[src/rtl/pc_reg.sv]
// Program-counter register for the single-cycle MIPS datapath: loads the next PC
// every edge, and provides PC+4, the instruction-memory word index and a fetch address-error flag.
module pc_reg #(
    parameter logic [31:0] RESET_PC = 32'h0000_3000,
    parameter int unsigned IM_WORDS = 4096,
    parameter int unsigned IM_AW    = 12
) (
    input  logic             clk,
    input  logic             reset,
    input  logic [31:0]      NPC,
    output logic [31:0]      PC,
    output logic [31:0]      PC4,
    output logic [IM_AW-1:0] im_addr,
    output logic             addr_err
);

    // Computed in 33 bits so the upper bound cannot wrap.
    localparam logic [32:0] IM_END = {1'b0, RESET_PC} + (33'(IM_WORDS) << 2);

    logic [31:0] pc_d, pc_q;
    logic        addr_err_d, addr_err_q;
    logic        misaligned, below_base, above_top;

    always_comb begin
        misaligned = (NPC[1:0] != 2'b00);
        below_base = (NPC < RESET_PC);
        above_top  = ({1'b0, NPC} >= IM_END);

        pc_d       = {NPC[31:2], 2'b00};
        addr_err_d = misaligned | below_base | above_top;
        if (!reset) begin
            pc_d       = RESET_PC;
            addr_err_d = 1'b0;
        end
    end

    always_ff @(posedge clk) begin
        pc_q       <= pc_d;
        addr_err_q <= addr_err_d;
    end

    always_comb begin
        PC       = pc_q;
        PC4      = pc_q + 32'd4;
        im_addr  = IM_AW'((pc_q - RESET_PC) >> 2);
        addr_err = addr_err_q;
    end

endmodule

[config.mk]
export PLATFORM = sky130hd
export DESIGN_NAME = pc_reg
export DESIGN_NICKNAME = d
export VERILOG_FILES = /design/src/rtl/pc_reg.sv
export SDC_FILE = /design/constraint.sdc
export NUM_CORES = 1
export LEC_CHECK = 0
export ABC_CLOCK_PERIOD_IN_PS = 1700
export CAP_MARGIN = 20
export CELL_PAD_IN_SITES_DETAIL_PLACEMENT = 1
export CELL_PAD_IN_SITES_GLOBAL_PLACEMENT = 1
export CORE_UTILIZATION = 21
export CTS_CLUSTER_SIZE = 20
export DETAILED_ROUTE_END_ITERATION = 10
export GPL_TIMING_DRIVEN = 0
export PLACE_DENSITY_LB_ADDON = 0.15
export SYNTH_ARGS = -nofsm -noshare
export SYNTH_HDL_FRONTEND = slang
export SYNTH_SLANG_ARGS = --single-unit
[constraint.sdc]
create_clock -name clk -period 1.7 [get_ports clk]
set_input_delay 0.17 -clock clk [delete_from_list [all_inputs] [get_ports clk]]
set_output_delay 0.17 -clock clk [all_outputs]
set_load 0.1 [all_outputs]
==> results.md <==
- FMAX: 449 MHz
- Tightest Hold Check Type: input port to flop
- Fin nets: 369
- GRT Util Overall: 16.5%
- Critical path arrival: 2.06 ns
- Post-DP HPWL: about 4500 um
- Die height: approximately 88 um
- Clock slew at reported path FFs: 0.07 ns
- Async S/R FF share, synth: 0%
- Crit Path Class: flop to output pin
- I/O pin total: roughly 110
- Worst path slowest cell: dfxtp_4
- CTS tree: yes
- Via count: approximately 1,800
- Crit Path Max Fanout: 7
- Post-synth EDFFs: 0
- # diodes: 0
- Maximum root-to-sink buffer count: 2
- Lkg Pwr: between 1.5 and 2 nW
- Final instance area: between 4000 and 5000 um2
- Top cell type's share of synthesized area: between 30% and 40%
- Post-synth cell types: 21
- 1st-iter DRT viols: 14
- Max_slew headroom: roughly a third
- Req. time, crit path: 1.53 ns
- Avg Inst Size Synth: around 9.0 um2
- Core Util, Final: 58.7%
- GP Congestion: slightly above 0.7
- Final WL: roughly 6700 um
- Worst Tran Pin Value: ~0.98 ns
- Cells after Synth: 173
- Top cells by area, synth: dfxtp_1 40%, and2_1 12%, xnor2_1 12%, buf_4 6.7%, xor2_1 4.5%
- Top-count cell post-synth: dfxtp_1
- CTS H-tree depth: 2
- Slowest stage delay, CP: 0.39 ns
- Setup WS post-layout: -0.527 ns
- Clk root buf: clkbuf_8
- Hold Vio Cnt, Final: 0
- Hold WS: 0.439 ns
- Sink Count: 31
- Post-synth top cells: 31 x dfxtp_1, 30 x and2_1, 21 x xnor2_1
- Area grow syn2layout: 171%
- Drt wl/cell: 15.5 um
- Seq/Total Area, Yosys: 39.7%
- Max-slew violation total from the final report: 0
- Status: complete, but fails checks
- Max IR drop VDD: roughly 0.00031 V
- Yosys reg bits: 31
- Post-Syn Area: 1560 um2
- Power Dens Cells: 648 nW/um2
- First-pass GRT wire length: between 9000 and 10,000 um
- Core Box Area: 7210 um2
- Cells along the critical path: buf_6 > nand4_4 > nor4_4 > buf_6 > buf_4 > nand3_2 > xnor2_4 > buf_12
- Setup TNS: -10.66 ns
- Vias per cell: approximately 4.2
- Most common cell on crit path: buf_6
- # hold bufs at CTS: 0
- Total die area: about 7800 um2
- Initial antenna violation count: 0
- Pin count of the biggest net entering global routing: 11
- TritonRoute pass-1 iters: 3
- Ys Warns: 0
- Port Buffers: 106
- Top FF cell, synth: dfxtp_1
- Synth area leader: dfxtp_1
- Initial Utilization: 21.7%
- Gr ovfl total: 0
- Row count: 31
- DRC violations left: 0
- Share of cells above drive strength 1: about two thirds
- Placed cell areas: 3380 um2
- RSZ-0062 raised after global routing: yes
- Die Span X: 88.3 um
- Tcrit/Tclk final: 131%
- CP Launch Point: PC[12]
- Setup crit end kind: output pin
- Min Clock Period, post-route: around 2.2 ns
- Violated checks: negative setup slack
- Critical path startpoint category: flop
- Post-route ant nets: 0
- Critical Path End: PC4[27]
- MaxCap Viol Count: 0
- Total CTS buffers: 5
- Final setup viols: 26
- Vias in the first global route: between 1,500 and 2,000
## worst min-delay path by stage
stage / start / endpoint / slack [ns] / cells after the start
finish: NPC[6] / PC[6] / 0.44 / 2
global route: NPC[6] / PC[6] / 0.44 / 2
CTS: NPC[9] / PC[9] / 0.43 / 2
detailed placement: NPC[9] / PC[9] / 0.73 / 2
global placement: NPC[4] / PC[4] / 0.73 / 2
floorplan: reset / PC[12] / 0.24 / 1
## area by class of cell
cell class                      count  area (um2)
Fill cell                         742        2980
Buffer                             18         120
Timing Repair Buffer              151        1650
Tap cell                           99         124
Multi-Input combinational cell    123        1500
Inverter                            3        11.3
Sequential cell                    31         721
Clock buffer                        8         100
## power breakdown
group | internal, mW | total, mW | leakage [nW] | switching [mW]
logic | 0.394 | 1.27 | 1.51 | 0.877
registers | 0.751 | 0.835 | 0.273 | 0.0831
clock network | 0.369 | 0.637 | 0.0515 | 0.268
## cell usage in the layout (no fill, tap or decap), drive strengths merged, types with 4 or more instances in the layout
cell type and instances:
conb 4, nand2 12, nor2 4, clkdlybuf4s15 32, buf 86, and2 30
xor2 8, nor4 7, nor3 6, clkbuf 24, xnor2 21, clkdlybuf4s50 33
nand4 10, dfxtp 31, nand3 13
## worst max-delay path: cells and delay by family (launching register included)
family | cells | cell delay [ns]
buffers and inverters | 4 | 0.60
DFF | 1 | 0.39
and+or+nand+nor | 3 | 0.56
xor gates and xnor gates | 1 | 0.22
## per-layer routing
| layer | global-route usage, % | vias to the layer above | part of all wire, % |
|---|---|---|---|
| met2 | 31.2 | 65 | 56 |
| met1 | 17.8 | 865 | 37 |
| met4 | 4.69 | 0 | 1.7 |
| met3 | 4.85 | 10 | 6.0 |
| li1 | - | 875 | - |
| met5 | 0 | - | 0 |
## cells by family (layout without fill, tap and decap cells)
logic type	count (synthesis)	after routing	synth area share (%)
adders and majority gates	2	2	1.60
AOI/OAI and AO/OA	1	1	0.560
other	1	4	0.240
DFF	31	31	39.7
xor gates and xnor gates	29	29	16.2
buffers and inverters	22	180	8.64
and+or+nand+nor	87	87	33.0
## state kept, by name (all words and copies together) (netlist names)
name      flops
PC           30
addr_err      1
## metrics by stage
step | setup WS, ns | instances | power (mW)
finish | -0.527 | 433 | 2.74
global route | -0.662 | 433 | 2.84
CTS | -0.581 | 413 | 2.72
detailed placement | -1.61 | 381 | 2.02
global placement | -1.55 | 381 | 2.02
floorplan | -0.769 | 176 | 1.73
## what timing repair did
action,in CTS,in global routing
pin swaps,21,19
setup endpoints to repair,73,40
setup buffers,25,20
gates resized for setup,358,55
Note: power is estimated with default switching activity, not from simulation.
==> patch 1: new RTL, config.mk and constraints unchanged <==
Register the input `NPC` before use. The logic sees it one clock later.
--- a/src/rtl/pc_reg.sv
+++ b/src/rtl/pc_reg.sv
@@ -19,2 +19,8 @@
 
+    logic [31:0] NPC_q;
+
+    always_ff @(posedge clk) begin
+        NPC_q <= NPC;
+    end
+
     logic [31:0] pc_d, pc_q;
@@ -24,7 +30,7 @@
     always_comb begin
-        misaligned = (NPC[1:0] != 2'b00);
-        below_base = (NPC < RESET_PC);
-        above_top  = ({1'b0, NPC} >= IM_END);
+        misaligned = (NPC_q[1:0] != 2'b00);
+        below_base = (NPC_q < RESET_PC);
+        above_top  = ({1'b0, NPC_q} >= IM_END);
 
-        pc_d       = {NPC[31:2], 2'b00};
+        pc_d       = {NPC_q[31:2], 2'b00};
         addr_err_d = misaligned | below_base | above_top;
Formal check against the unedited RTL: not equivalent (a bounded check fails within 4 cycles, from zero or initial values and one cycle with reset low).
==> patch 1 against the unedited design <==
- the run still ends with setup timing left
- routed wire length up 3.9%
- sequential cell count up 32
- final area up 21%
- critical path type unchanged
- setup slack better by 0.0082 ns
- total power up 57%
- fmax up 0.37%
- synthesized area up 41%
- critical endpoint is now PC4[28]
- largest cell class unchanged
==> patch 1: results (changes against the unedited design) <==
Post-layout nets = 405 (was 369)
WL per Instance = 13.7 µm (was 15.5 µm)
Ratio of cells with drive above 1 in the final layout = 61.8% (was 65.6%)
Reg2Reg Depth = 3
Number of global-route vias before repair = 2048 (was 1902)
Worst hold path cell count = 1 (was 2)
Max reg flops = 32 (was 30)
Max stage delay cell, worst path = dfxtp_4 (unchanged)
Worst hold path class = input pin to flop (unchanged)
Worst vdd ir = 393 µV (was 315 µV)
Starting DRT DRC Count = 24 (was 14)
DP HPWL = 4950 µm (was 4480 µm)
Tot GR Track Use = 13.0% (was 16.5%)
Largest net degree at the start of global routing = 12 (was 11)
Setup TNS Final = -9.74 ns (was -10.66 ns)
Via density = 3.94 (was 4.19)
# port buffers = 106 (unchanged)
Compound-Gate Fraction of Synth Area = 0.397% (was 0.560%)
Root buffer cell = clkbuf_8 (unchanged)
Setup violators final = 26 (unchanged)
Syn. warnings = 0 (unchanged)
Num CTS Buffers = 9 (was 5)
Routability cong. = 0.695 (was 0.727)
Critical Path AT = 2.05 ns
Adder-Cell Fraction of Synth Area = 1.14% (was 1.60%)
Pre-antenna DRT Iters = 6 (was 3)
Top Family by Delay on Critical Path = simple AND/OR/NAND/NOR gates (was buffers and inverters)
Post-synth ARST share = 0% (unchanged)
Failing checks = setup timing (unchanged)
First-pass GRT wire length = 10900 µm (was 9540 µm)
Antenna diodes = 0 (unchanged)
Number of H-tree levels = 3 (was 2)
Most flops, register = NPC_q
XOR/XNOR share of the synthesized area = 11.5% (was 16.2%)
Crit path max fanout = 8 (was 7)
Maximum clock path buffer count = 2 (unchanged)
Sequential fraction of the synthesis area = 57.2% (was 39.7%)
Lkg Pwr = 2.17 nW (was 1.83 nW)
Slew HR = 36.9% (was 34.6%)
Multiplexer share of the synthesized area = 0% (unchanged)
Status = finished, violations left (unchanged)
Distinct cells, synth = 21 (unchanged)
Max incr delay on CP = 0.43 ns (was 0.39 ns)
Synth area leaders = dfxtp_1, and2_1, xnor2_1 (unchanged)
Synth cell count leaders = dfxtp_1, and2_1, xnor2_1 (unchanged)
Final WS setup = -0.519 ns (was -0.527 ns)
==> patch 1: final cells by class <==
| cell class | instances | area (µm²) |
|---|---|---|
| clock buffers | 10 | 128 |
| flip-flops and latches | 63 | 1360 |
| inverters | 3 | 11.3 |
| multi-input cells | 123 | 1540 |
| plain buffers | 17 | 116 |
| clock inverters | 6 | 85.1 |
| repair buffers | 152 | 1710 |
| well taps | 136 | 170 |
| fillers | 1029 | 5120 |
==> patch 1: routing by layer <==
metal / wire length (µm) / up-vias / track usage (%)
met4: 35 / 0 / 4.59
met3: 355 / 2 / 3.13
li1: - / 982 / -
met1: 2630 / 970 / 14.1
met2: 3960 / 56 / 24.2
met5: 0 / - / 0
==> patch 1: power breakdown <==
| part | switching, mW | internal (mW) | total, mW |
|---|---|---|---|
| sequential | 0.0913 | 1.54 | 1.63 |
| clock | 0.573 | 0.821 | 1.39 |
| combinational | 0.879 | 0.409 | 1.29 |
==> patch 1: kinds of logic (layout without fill, tap and decap cells) <==
kind of cell               after synthesis  after routing
xor gates and xnor gates                29             29
buffers and inverters                   22            188
and+or+nand+nor                         87             87
adders and majority gates                2              2
DFF                                     63             63
other                                    1              4
AOI/OAI and AO/OA                        1              1
==> patch 1: worst reg2reg max path: cells and delay by family (launching register included) <==
family	cells	cell delay [ns]
flip-flops	1	0.32
AND/OR/NAND/NOR	2	0.54
AO/OA/AOI/OAI	1	0.27
==> patch 1: final timing paths <==
check,startpoint,to
worst max-delay path,PC[9]$_SDFF_PN0_,PC4[28]
worst min-delay path,NPC[29],NPC_q[29]$_DFF_P_
worst max register to register,NPC_q[24]$_DFF_P_,addr_err$_SDFF_PN0_
worst min register to register,NPC_q[10]$_DFF_P_,PC[10]$_SDFF_PN0_
==> patch 1: timing repair <==
| item | CTS | global route |
|---|---|---|
| endpoints found under the hold margin | 0 | 0 |
| setup endpoints to repair | 73 | 32 |
| resized for setup | 391 | 36 |
| pin swaps | 18 | 28 |
| buffers inserted | 16 | 30 |
==> patch 1: per-stage QoR <==
stage | setup WS [ns] | cells | hold slack (ns) | cell area (µm²)
detailed placement | -1.59 | 450 | 0.412 | 4070
floorplan | -0.769 | 208 | 0.198 | 2830
CTS | -0.597 | 481 | 0.257 | 4770
global placement | -1.58 | 450 | 0.408 | 4070
global route | -0.651 | 510 | 0.264 | 5110
finish | -0.519 | 510 | 0.283 | 5110
==> patch 2: new RTL, same settings <==
Made on the original files. `IM_AW`: 12 -> 13.
--- a/src/rtl/pc_reg.sv
+++ b/src/rtl/pc_reg.sv
@@ -5,3 +5,3 @@
     parameter int unsigned IM_WORDS = 4096,
-    parameter int unsigned IM_AW    = 12
+    parameter int unsigned IM_AW    = 13
 ) (
Ports: changed (resized im_addr); port bits go from 111 to 112. The function was not compared with the original's and may differ.
==> patch 2 against the unedited design <==
- the run still ends with setup timing left
- sequential cell count unchanged
- routed wire length rose by 3.0%
- final area increased by 1.2%
- non-clock buffer count down 6
- count of clock-buffer cells in the layout down 1
- fmax rose by 4.5%
- setup slack gained 0.095 ns
- utilization down 0.23 points
- total power fell by 0.83%
- synthesized area up 2.6%
- largest cell class unchanged
==> patch 2: results (changes against the unedited design) <==
Max incr delay on CP = 0.37 ns (was 0.39 ns)
Num CTS Buffers = 5 (unchanged)
DR vias = 1858 (was 1815)
Worst hold path cell count = 2 (unchanged)
Post-synth ARST share = 0% (unchanged)
Sequential fraction of the synthesis area = 38.7% (was 39.7%)
Largest net degree at the start of global routing = 11 (unchanged)
Starting DRT DRC Count = 36 (was 14)
Post-layout nets = 366 (was 369)
Number of fill cells = 728 (was 742)
Synth area leaders = dfxtp_1, xnor2_1, and2_1 (was dfxtp_1, and2_1, xnor2_1)
Top Family by Delay on Critical Path = simple AND/OR/NAND/NOR gates (was buffers and inverters)
Setup violators final = 25 (was 26)
Final WS setup = -0.432 ns (was -0.527 ns)
Crit path max fanout = 8 (was 7)
Worst vdd ir = 444 µV (was 315 µV)
Critical Path AT = 1.96 ns (was 2.06 ns)
Mean Syn Cell Area = 9.11 µm² (was 9.04 µm²)
Setup TNS Final = -7.88 ns (was -10.66 ns)
Pre-antenna DRT Iters = 4 (was 3)
Fin Hold WS = 0.436 ns (was 0.439 ns)
Worst hold start = NPC[5] (was NPC[6])
Adder-Cell Fraction of Synth Area = 1.56% (was 1.60%)
Number of global-route vias before repair = 1960 (was 1902)
WL per Instance = 16.1 µm (was 15.5 µm)
Worst Setup EP = PC4[30] (was PC4[27])
Slew HR = 34.3% (was 34.6%)
Multiplexer share of the synthesized area = 0% (unchanged)
First-pass GRT wire length = 10200 µm (was 9540 µm)
Failing checks = setup timing (unchanged)
FF+latch area = 719 µm² (was 721 µm²)
CTS resizes = 374 (was 358)
XOR/XNOR share of the synthesized area = 16.4% (was 16.2%)
Cells after DPL = 385 (was 381)
Status = finished, violations left (unchanged)
# port buffers = 107 (was 106)
Tot GR Track Use = 17.8% (was 16.5%)
Worst hold path class = input pin to flop (unchanged)
Sink of the worst hold path = PC[5]$_SDFF_PN0_ (was PC[6]$_SDFF_PN0_)
Setup repair bufs after CTS = 21 (was 25)
Area after DPL = 3500 µm² (was 3380 µm²)
Synth cell count leaders = and2_1, dfxtp_1, xnor2_1 (was dfxtp_1, and2_1, xnor2_1)
Post-route insts no fill = 430 (was 433)
Max reg flops = 30 (unchanged)
Compound-Gate Fraction of Synth Area = 0.546% (was 0.560%)
Distinct cells, synth = 24 (was 21)
Routability cong. = 0.732 (was 0.727)
DP HPWL = 4780 µm (was 4480 µm)
Ratio of cells with drive above 1 in the final layout = 62.8% (was 65.6%)
Lkg Pwr = 1.82 nW (was 1.83 nW)
Pre-CTS WS = -1.45 ns (was -1.61 ns)
patch 2: cell types whose count changed after synthesis, moves of 2 or more:
cell / delta
nand4_1: +5
xnor2_1: +5
nand3_1: -4
xor2_1: -4
and4_1: +3
nor3_1: -3
clkbuf_1: -2
nand2_1: -2
patch 2: report_power, final:
group / switching (mW) / internal [mW]
combinational: 0.914 / 0.420
sequential: 0.0803 / 0.753
clock: 0.266 / 0.287
total: 1.26 / 1.46
patch 2: layout make-up:
| type | count | area share, % |
|---|---|---|
| timing repair buffer | 144 | 38.2 |
| multi-input combinational | 125 | 36.6 |
| sequential | 31 | 16.8 |
| buffer | 19 | 3.24 |
| tap | 99 | 2.89 |
| clock buffer | 7 | 1.78 |
| inverter | 4 | 0.351 |
| clock inverter | 1 | 0.117 |
patch 2: metal layers:
metal | global-route usage, % | wire (µm) | vias up
met2 | 35.3 | 3940 | 72
met4 | 4.62 | 157 | 0
met3 | 5.17 | 493 | 15
met5 | 0 | 0 | -
li1 | - | - | 886
met1 | 18.0 | 2320 | 885
